--- config.mk ---
export PLATFORM = sky130hd
export DESIGN_NAME = multicycle_ctrl_flat
export DESIGN_NICKNAME = d
export VERILOG_FILES = /design/src/rtl/multicycle_ctrl_if.sv /design/src/rtl/multicycle_ctrl.sv /design/src/flat_wrapper.sv
export SDC_FILE = /design/constraint.sdc
export NUM_CORES = 1
export LEC_CHECK = 0
export BUFFER_PORTS_ARGS = -buffer_cell sky130_fd_sc_hd__buf_2
export CAP_MARGIN = 20
export CORE_MARGIN = 2
export CORE_UTILIZATION = 30
export DETAILED_ROUTE_END_ITERATION = 12
export MAX_ROUTING_LAYER = met4
export PLACE_DENSITY = 0.53
export REMOVE_ABC_BUFFERS = 1
export SLEW_MARGIN = 40
export SYNTH_ARGS = -nofsm -noshare
export SYNTH_HDL_FRONTEND = slang
export SYNTH_SLANG_ARGS = --single-unit
export TNS_END_PERCENT = 1
--- constraint.sdc ---
create_clock -name clk -period 1.6 [get_ports clk]
set_input_delay 0 -clock clk [delete_from_list [all_inputs] [get_ports clk]]
set_output_delay 0 -clock clk [all_outputs]
set_load 0.01 [all_outputs]
--- src/rtl/multicycle_ctrl_if.sv ---
// Memory-side handshake bundle of the multi-cycle sequencer: instruction fetch
// and data access request/acknowledge pairs plus the fetched instruction word.
interface multicycle_ctrl_if;
  logic [18:0] Instr;
  logic        imem_req;
  logic        imem_ack;
  logic        dmem_req;
  logic        dmem_we;
  logic        dmem_ack;

  modport master (
    output imem_req,
    output dmem_req,
    output dmem_we,
    input  imem_ack,
    input  dmem_ack,
    input  Instr
  );

  modport slave (
    input  imem_req,
    input  dmem_req,
    input  dmem_we,
    output imem_ack,
    output dmem_ack,
    output Instr
  );
endinterface

--- src/rtl/multicycle_ctrl.sv ---
// Multi-cycle sequencer for the 19-bit core: walks FETCH/DECODE/EXEC/MEM/WB,
// drives the datapath strobes and stalls on slow memories with a bus timeout.
module multicycle_ctrl #(
  parameter int MEM_TIMEOUT = 16,
  parameter int TW          = 5
) (
  input  logic                     clk,
  input  logic                     reset,
  input  logic                     run,
  input  logic                     Zero,
  multicycle_ctrl_if.master        mem,
  output logic                     pc_en,
  output logic [1:0]               ResultSrc,
  output logic                     PcSrc,
  output logic                     RegWrite,
  output logic [1:0]               ImmSrc,
  output logic                     L,
  output logic [3:0]               ALUControl,
  output logic                     halted,
  output logic                     bus_err,
  output logic                     illegal
);

  typedef enum logic [2:0] {
    S_IDLE,
    S_FETCH,
    S_DECODE,
    S_EXEC,
    S_MEM,
    S_WB,
    S_HALT
  } state_t;

  localparam logic [3:0] OP_SRL  = 4'h6;
  localparam logic [3:0] OP_LD   = 4'h8;
  localparam logic [3:0] OP_ST   = 4'h9;
  localparam logic [3:0] OP_JMP  = 4'hA;
  localparam logic [3:0] OP_BEQ  = 4'hB;
  localparam logic [3:0] OP_BNE  = 4'hC;
  localparam logic [3:0] OP_CALL = 4'hD;
  localparam logic [3:0] OP_ILL  = 4'hE;
  localparam logic [3:0] OP_HALT = 4'hF;

  localparam logic [1:0] RS_ALU  = 2'b00;
  localparam logic [1:0] RS_LINK = 2'b01;
  localparam logic [1:0] RS_MEM  = 2'b10;

  localparam logic [1:0] IMM_R   = 2'b00;
  localparam logic [1:0] IMM_MEM = 2'b01;
  localparam logic [1:0] IMM_BR  = 2'b10;

  localparam logic [3:0] ALU_ADD = 4'b0000;
  localparam logic [3:0] ALU_SUB = 4'b0001;

  state_t        state;
  state_t        state_nxt;
  logic [3:0]    op_q;
  logic          taken_q;
  logic [TW-1:0] tmo_cnt;

  // Decoded attributes of the latched opcode.
  logic [3:0] dec_alu;
  logic [1:0] dec_imm;
  logic       dec_l;
  logic       dec_wr;
  logic [1:0] dec_rs;
  logic       dec_taken;
  logic       dec_mem;
  logic       dec_st;
  logic       dec_stop;

  logic waiting;
  logic ack_now;
  logic tmo_hit;
  logic active;

  // Only the opcode field steers the sequencer; the rest feeds the datapath.
  logic instr_unused;
  assign instr_unused = ^mem.Instr[18:4];

  // NOTE: every signal gets a default before the case so no path leaves it
  // unassigned; otherwise synthesis infers a latch.
  always_comb begin
    dec_alu   = {1'b0, op_q[2:0]};
    dec_imm   = IMM_R;
    dec_l     = 1'b0;
    dec_wr    = 1'b0;
    dec_rs    = RS_ALU;
    dec_taken = 1'b0;
    dec_mem   = 1'b0;
    dec_st    = 1'b0;
    dec_stop  = 1'b0;
    case (op_q)
      OP_LD: begin
        dec_alu = ALU_ADD;
        dec_imm = IMM_MEM;
        dec_wr  = 1'b1;
        dec_rs  = RS_MEM;
        dec_mem = 1'b1;
      end
      OP_ST: begin
        dec_alu = ALU_ADD;
        dec_imm = IMM_MEM;
        dec_mem = 1'b1;
        dec_st  = 1'b1;
      end
      OP_JMP: begin
        dec_imm   = IMM_BR;
        dec_taken = 1'b1;
      end
      OP_BEQ: begin
        dec_alu   = ALU_SUB;
        dec_imm   = IMM_BR;
        dec_taken = Zero;
      end
      OP_BNE: begin
        dec_alu   = ALU_SUB;
        dec_imm   = IMM_BR;
        dec_taken = ~Zero;
      end
      OP_CALL: begin
        dec_imm   = IMM_BR;
        dec_taken = 1'b1;
        dec_wr    = 1'b1;
        dec_rs    = RS_LINK;
      end
      OP_ILL, OP_HALT: dec_stop = 1'b1;
      default: begin
        dec_wr = 1'b1;
        dec_l  = (op_q == OP_SRL);
      end
    endcase
  end

  // A request cycle without ack on the last permitted count expires the bus;
  // an ack in that same cycle takes priority.
  assign waiting = (state == S_FETCH) || (state == S_MEM);
  assign ack_now = (state == S_FETCH) ? mem.imem_ack : mem.dmem_ack;
  assign tmo_hit = waiting && !ack_now && (tmo_cnt == TW'(MEM_TIMEOUT - 1));
  assign active  = (state == S_DECODE) || (state == S_EXEC) ||
                   (state == S_MEM)    || (state == S_WB);

  always_comb begin
    state_nxt    = state;
    mem.imem_req = 1'b0;
    mem.dmem_req = 1'b0;
    mem.dmem_we  = 1'b0;
    pc_en        = 1'b0;
    PcSrc        = 1'b0;
    RegWrite     = 1'b0;
    ResultSrc    = RS_ALU;
    ImmSrc       = IMM_R;
    L            = 1'b0;
    ALUControl   = 4'b0000;

    if (active) begin
      ALUControl = dec_alu;
      ImmSrc     = dec_imm;
      L          = dec_l;
    end

    case (state)
      S_IDLE: begin
        if (run) state_nxt = S_FETCH;
      end
      S_FETCH: begin
        mem.imem_req = 1'b1;
        if (mem.imem_ack)  state_nxt = S_DECODE;
        else if (tmo_hit)  state_nxt = S_HALT;
      end
      S_DECODE: begin
        state_nxt = dec_stop ? S_HALT : S_EXEC;
      end
      S_EXEC: begin
        state_nxt = dec_mem ? S_MEM : S_WB;
      end
      S_MEM: begin
        mem.dmem_req = 1'b1;
        mem.dmem_we  = dec_st;
        if (mem.dmem_ack) begin
          if (dec_st) begin
            pc_en     = 1'b1;
            PcSrc     = taken_q;
            state_nxt = run ? S_FETCH : S_IDLE;
          end else begin
            state_nxt = S_WB;
          end
        end else if (tmo_hit) begin
          state_nxt = S_HALT;
        end
      end
      S_WB: begin
        pc_en     = 1'b1;
        PcSrc     = taken_q;
        RegWrite  = dec_wr;
        ResultSrc = dec_rs;
        state_nxt = run ? S_FETCH : S_IDLE;
      end
      S_HALT: state_nxt = S_HALT;
      default: state_nxt = S_IDLE;
    endcase
  end

  assign halted = (state == S_HALT);

  // NOTE: sequential state uses non-blocking assignments so every register
  // samples pre-edge values regardless of statement order.
  always_ff @(posedge clk or negedge reset) begin
    if (!reset) begin
      state   <= S_IDLE;
      op_q    <= 4'h0;
      taken_q <= 1'b0;
      tmo_cnt <= '0;
      bus_err <= 1'b0;
      illegal <= 1'b0;
    end else begin
      state <= state_nxt;
      if ((state == S_FETCH) && mem.imem_ack) op_q <= mem.Instr[3:0];
      if (state == S_EXEC) taken_q <= dec_taken;
      if (waiting && !ack_now) tmo_cnt <= tmo_cnt + TW'(1);
      else                     tmo_cnt <= '0;
      if (tmo_hit) bus_err <= 1'b1;
      if ((state == S_DECODE) && (op_q == OP_ILL)) illegal <= 1'b1;
    end
  end

endmodule

--- src/flat_wrapper.sv ---
// flat-port wrapper written by rule: the top's interface ports become plain ports
module multicycle_ctrl_flat 
#(
  parameter int MEM_TIMEOUT = 16,
  parameter int TW          = 5
)
  (clk, reset, run, Zero, pc_en, ResultSrc, PcSrc, RegWrite, ImmSrc, L, ALUControl, halted, bus_err, illegal, mem_imem_req, mem_dmem_req, mem_dmem_we, mem_imem_ack, mem_dmem_ack, mem_Instr);
  multicycle_ctrl_if mem_i ();
  input  logic clk;
  input  logic reset;
  input  logic run;
  input  logic Zero;
  output logic pc_en;
  output logic [1:0] ResultSrc;
  output logic PcSrc;
  output logic RegWrite;
  output logic [1:0] ImmSrc;
  output logic L;
  output logic [3:0] ALUControl;
  output logic halted;
  output logic bus_err;
  output logic illegal;
  output wire logic [$bits(mem_i.imem_req)-1:0] mem_imem_req;
  output wire logic [$bits(mem_i.dmem_req)-1:0] mem_dmem_req;
  output wire logic [$bits(mem_i.dmem_we)-1:0] mem_dmem_we;
  input wire logic [$bits(mem_i.imem_ack)-1:0] mem_imem_ack;
  input wire logic [$bits(mem_i.dmem_ack)-1:0] mem_dmem_ack;
  input wire logic [$bits(mem_i.Instr)-1:0] mem_Instr;
  assign mem_imem_req = mem_i.imem_req;
  assign mem_dmem_req = mem_i.dmem_req;
  assign mem_dmem_we = mem_i.dmem_we;
  assign mem_i.imem_ack = mem_imem_ack;
  assign mem_i.dmem_ack = mem_dmem_ack;
  assign mem_i.Instr = mem_Instr;
  multicycle_ctrl #(.MEM_TIMEOUT(MEM_TIMEOUT), .TW(TW)) u_core (.clk(clk), .reset(reset), .run(run), .Zero(Zero), .mem(mem_i), .pc_en(pc_en), .ResultSrc(ResultSrc), .PcSrc(PcSrc), .RegWrite(RegWrite), .ImmSrc(ImmSrc), .L(L), .ALUControl(ALUControl), .halted(halted), .bus_err(bus_err), .illegal(illegal));
endmodule
## After elaboration in Yosys (flattened, before gate mapping)

Cells that the tools add are included.

- Bits in registers: 15
- Bits in latches: 0
- Bits in writable memories: 0
- Memory bits (read-only): 0
- Bits of input ports: 25
- Output and inout port bits: 18
- Word-level logic and storage cells: 76
- Memories kept: 0

- $add $sub $neg: 1
- $mul: 0
- Divide/modulo/power cells: 0
- Magnitude comparators: 0
- Eq/ne operators: 17
- Shifts and indexed selects: 0
- Muxes and demuxes: 34
- Bitwise logic cells: 1
- Reductions and logical operators: 17

Operators by type and width:

| kind | number |
|---|---|
| $eq A4 B4 Y1 const B | 8 |
| $mux W3 | 7 |
| $pmux W3 S7 | 1 |
| $mux W1 | 17 |
| $eq A3 B3 Y1 const B | 3 |
| $pmux W2 S2 | 2 |
| $reduce_or A2 Y1 | 4 |
| $reduce_or A8 Y1 | 1 |
| $eq A3 B2 Y1 const B | 2 |
| $pmux W3 S2 | 1 |
| $reduce_or A6 Y1 | 1 |
| $add A5 B1 Y5 const B | 1 |
| $eq A5 B4 Y1 const B | 1 |
| $mux W5 | 1 |
| $eq A4 B3 Y1 const B | 1 |
| $logic_and A1 B1 Y1 | 4 |
| $logic_or A1 B1 Y1 | 4 |
| $mux W2 | 2 |
| $pmux W1 S2 | 2 |
| $reduce_or A4 Y1 | 1 |
| $eq A3 B1 Y1 const B | 1 |
| $logic_not A3 Y1 | 1 |
| $pmux W1 S3 | 1 |
| $ne A2 B2 Y1 const B | 1 |
| 2 further kinds | 2 |

## Depth between registers and ports, before layout

- Depth after elaboration: 8
- Gate-level depth with buffers: 6
- Gate-level depth less buffers: 6

## Worst setup path before layout

Ideal clock, no wire load.

- Path kind: register -> register
- From: register u_core.tmo_cnt[0]
- To: register u_core.state[1]
- Setup time: 0.129 ns
- Data arrival time: 1.332 ns
- Required time: 1.471 ns
- Path slack: 0.139 ns
- Cell stages (with the launch flop): 7
- Path buffers: 0
- Clock period less this slack: 1.461 ns
- Cell sequence: dfrtp_1 ha_1 and3_1 ha_1 and3b_2 o21ai_0 o41ai_1

- Cells in the longest elaborated chain, start to end: 5
- Elaborated cells between the ends (all ways): 6
- Those cells by class: 1 x eq/ne; 4 x mux; 1 x reduce/logical

Ends and longest elaborated chain:

| what | line | text |
|---|---|---|
| start, declared | multicycle_ctrl.sv:59 | `logic [TW-1:0] tmo_cnt;` |
| start signal, assigned | multicycle_ctrl.sv:220 | `if (waiting && !ack_now) tmo_cnt <= tmo_cnt + TW'(1);` |
| $eq A5 B4 Y1 * | multicycle_ctrl.sv:139 | `assign tmo_hit = waiting && !ack_now && (tmo_cnt == TW'(MEM_TIMEOUT - 1));` |
| $logic_and A1 B1 Y1 * | multicycle_ctrl.sv:139 |  |
| $mux W3 * | - |  |
| $mux W3 (on tied branches) | - |  |
| $pmux W3 S7 * | - |  |
| end signal, assigned | multicycle_ctrl.sv:217 | `state <= state_nxt;` |
| end, declared | multicycle_ctrl.sv:55 | `state_t state;` |

Mark *: on every way between the ends. The rest lies on a longest branch, timed or not.
A chain may end at the register's enable or synchronous reset.

## Final worst setup path

- From: register u_core.state[2]
- To: register u_core.op_q[3]

- Cells in the longest elaborated chain, start to end: 2

Ends and longest elaborated chain:

| what | line | text |
|---|---|---|
| $eq A3 B1 Y1 | multicycle_ctrl.sv:218 | `if ((state == S_FETCH) && mem.imem_ack) op_q <= mem.Instr[3:0];` |
| $logic_and A1 B1 Y1 | multicycle_ctrl.sv:218 |  |
| end signal, assigned | multicycle_ctrl.sv:218 |  |
| end, declared | multicycle_ctrl.sv:57 | `logic [3:0] op_q;` |

No other way between the ends.

==> key figures <==
Flow run
  – Max cap viols: 0

Timing
  – Clock skew: 0.006976 ns
  – Final hold viol count: 0
  – Post-layout minimum cycle time: between 1.5 and 2 ns
  – RSZ-0062 raised after global routing: true
  – Tcrit/Tclk final: 1.019
  – Final WS setup: -0.03085 ns
  – F_max: 613.2 MHz
  – Hold Slack: around 0.03 ns
  – Final setup violation count: 2
  – Slew Viols, Final: 0

Yosys
  – Most numerous cell in the Yosys netlist: dfrtp_1
  – Number of enable flip-flop cells after synthesis: 0
  – Async SR Flop Fraction: 1.000
  – Post-synth top area share: 0.3713
  – Synth top area cells: dfrtp_1, nor2_1, inv_1
  – Top_reg_cell synth: dfrtp_1
  – Avg Inst Size Synth: 9.191 µm²
  – Syn. warnings: 0
  – Post-synth top cells: dfrtp_1, nor2_1, inv_1
  – Sequential element share of the synthesized area: 0.3713
  – FF+latch count, synth: 15
  – Yosys top cell by area: dfrtp_1
  – Netlist Area Pre-Place: slightly above 1000 µm²
  – Post-Synthesis Cells: 110
  – Post-synthesis cell type count: 45

Floorplan
  – Die width: 62.05 µm
  – Die Height: 62.05 µm
  – CORE AREA: between 3000 and 4000 µm²
  – Initial Util: 0.3078
  – I/O Pins: 43
  – Die area: 3850 µm²
  – Row count: 21

Min path
  – HP Class: input pin to register

Placement
  – Placed cell areas: 1191 µm²
  – Placed Instances: 180
  – IO buf count: 26
  – Final HPWL DP: 1.717 mm
  – RePlAce Congestion: 0.7887

Clock tree
  – Skew-Pair Late Insertion Delay: 0.28 ns
  – Clock buffer depth: 2
  – Clk pin slew, worst setup/hold paths: approximately 0.09 ns
  – CTS buffer count: 3
  – CTS sink cnt: 15
  – CTS H-tree depth: 1
  – TritonCTS clock tree: done
  – Root Buffer Master: clkbuf_4

Routing
  – DR WL/cell: 12.01 µm
  – Iter 0 DRT Violations: 34
  – Via density: ~4.8
  – Total number of vias: 920
  – Pre-Repair DR Iteration Count: 4
  – # DRC: 0
  – WL final: 2.305 mm
  – Post-route ant nets: 0

Layout
  – # nets final: between 150 and 200
  – Share of cells above drive strength 1: 0.3767
  – Design area: between 1000 and 1500 µm²
  – # diodes: 0
  – Final core occ: 0.4057
  – Fin cells: between 150 and 200
  – P&R area growth vs syn: 31.81%

Global routing
  – Initial antenna violation count: 0
  – Gr ovfl total: 0
  – Vias in the first global route: 755
  – Total track usage: 0.1242
  – Largest net degree at the start of global routing: 16
  – First-pass GRT wire length: ~3.5 mm

Critical path
  – Most frequent CP cell: buf_4
  – CP delay by family, top: simple AND/OR/NAND/NOR gates
  – CP startpoint kind: register
  – CP bufs+invs: 2
  – Critical setup path kind: register to register
  – CP arrival: about 1.8 ns
  – Nature of the critical path endpoint: register
  – CP required: 1.77 ns
  – CP Cell Sequence: buf_4 > buf_4 > nor3b_4 > and2_4 > mux2_1
  – Slowest cell on crit path: dfrtp_2
  – Crit Path Max Fanout: 7
  – Slowest cell delay on critical path: 0.43 ns

Power
  – Final Power: 0.002086 W
  – PwrDens: roughly 1600 nW/µm²
  – Leak pwr: around 0.64 nW
  – Maximum VDD drop: 0.0004091 V

Status
  – Outcome: finished with violations
  – Failing checks: setup timing
[final timing paths]
kind | slack [ns] | cells past startpoint | to | startpoint
worst max-delay path | -0.03 | 5 | u_core.op_q[3]$_DFFE_PN0P_ | u_core.state[2]$_DFFE_PN0P_
min in group asynchronous | 0.14 | 2 | u_core.taken_q$_DFFE_PN0P_ | reset
worst min register to register | 0.47 | 1 | u_core.tmo_cnt[0]$_DFF_PN0_ | u_core.tmo_cnt[0]$_DFF_PN0_
worst max register to register | -0.03 | 5 | u_core.op_q[3]$_DFFE_PN0P_ | u_core.state[2]$_DFFE_PN0P_
worst min-delay path | 0.03 | 3 | u_core.op_q[2]$_DFFE_PN0P_ | mem_imem_ack
max in group asynchronous | 1.18 | 2 | u_core.state[2]$_DFFE_PN0P_ | reset
[stage by stage]
stage          setup slack (ns)  TNS (ns)
5_1_grt                -0.06838   -0.1560
6_report               -0.03085  -0.05398
2_1_floorplan           0.09442         0
3_5_place_dp            0.03921         0
4_1_cts                0.003025         0
3_3_place_gp            0.04004         0
[flip-flops by register name (all words and copies together), names as in the netlist]
register / cells
u_core.bus_err: 1
u_core.tmo_cnt: 5
u_core.taken_q: 1
u_core.state: 3
u_core.illegal: 1
u_core.op_q: 4
[worst register-to-register path: stages (launching register included)]
cell and delay [ns]:
dfrtp_2 0.43, buf_4 0.14, buf_4 0.15, nor3b_4 0.28, and2_4 0.22, mux2_1 0.31
[what timing repair did]
action	in CTS	in global routing
resized for setup	7	7
setup buffers	3	0
pin swaps	2	1
hold buffers	5	0
endpoints found under the hold margin	19	0
setup endpoints to repair	7	12
[cell usage in the layout, fill, tap and decap left out, types with 4 or more instances in the layout]
cell	count
buf_2	26
buf_4	7
dfrtp_1	12
dlygate4sd3_1	5
inv_1	8
nand2b_1	4
nor2_1	11
o21ai_1	4
[metal layers]
metal  vias up  share of wire  wire length, µm  global-route usage
met5         -              0                0                   -
met4         0              0                0             0.03647
met3         0          0.036               84             0.01863
met2        17           0.49             1120              0.1875
met1       442           0.48             1100              0.1715
li1        461              -                -                   -
[cells by family (layout without fill, tap and decap cells)]
kind of cell / count (synthesis) / in the layout / synth area share
other: 1 / 1 / 0.003709
AO/OA/AOI/OAI: 25 / 25 / 0.1733
AND/OR/NAND/NOR: 45 / 45 / 0.2871
flip-flops: 15 / 15 / 0.3713
multiplexers: 3 / 3 / 0.03218
XOR/XNOR: 3 / 3 / 0.02599
buffers and inverters: 16 / 52 / 0.08168
adder cells (fa/ha/maj): 2 / 2 / 0.02475
[report_power, final]
group	internal [W]	switching [W]
clock	0.0000967	0.000120
combinational	0.000571	0.000652
sequential	0.000503	0.000144
total	0.00117	0.000916
[final cells by class]
cell class | instances | area (µm²)
clock buffers | 4 | 26.28
inverters | 8 | 30.03
flip-flops and latches | 15 | 379.1
multi-input cells | 79 | 584.3
fillers | 351 | 1952
repair buffers | 40 | 255.2
well taps | 46 | 57.56
Power figures use the tool's default switching activity.
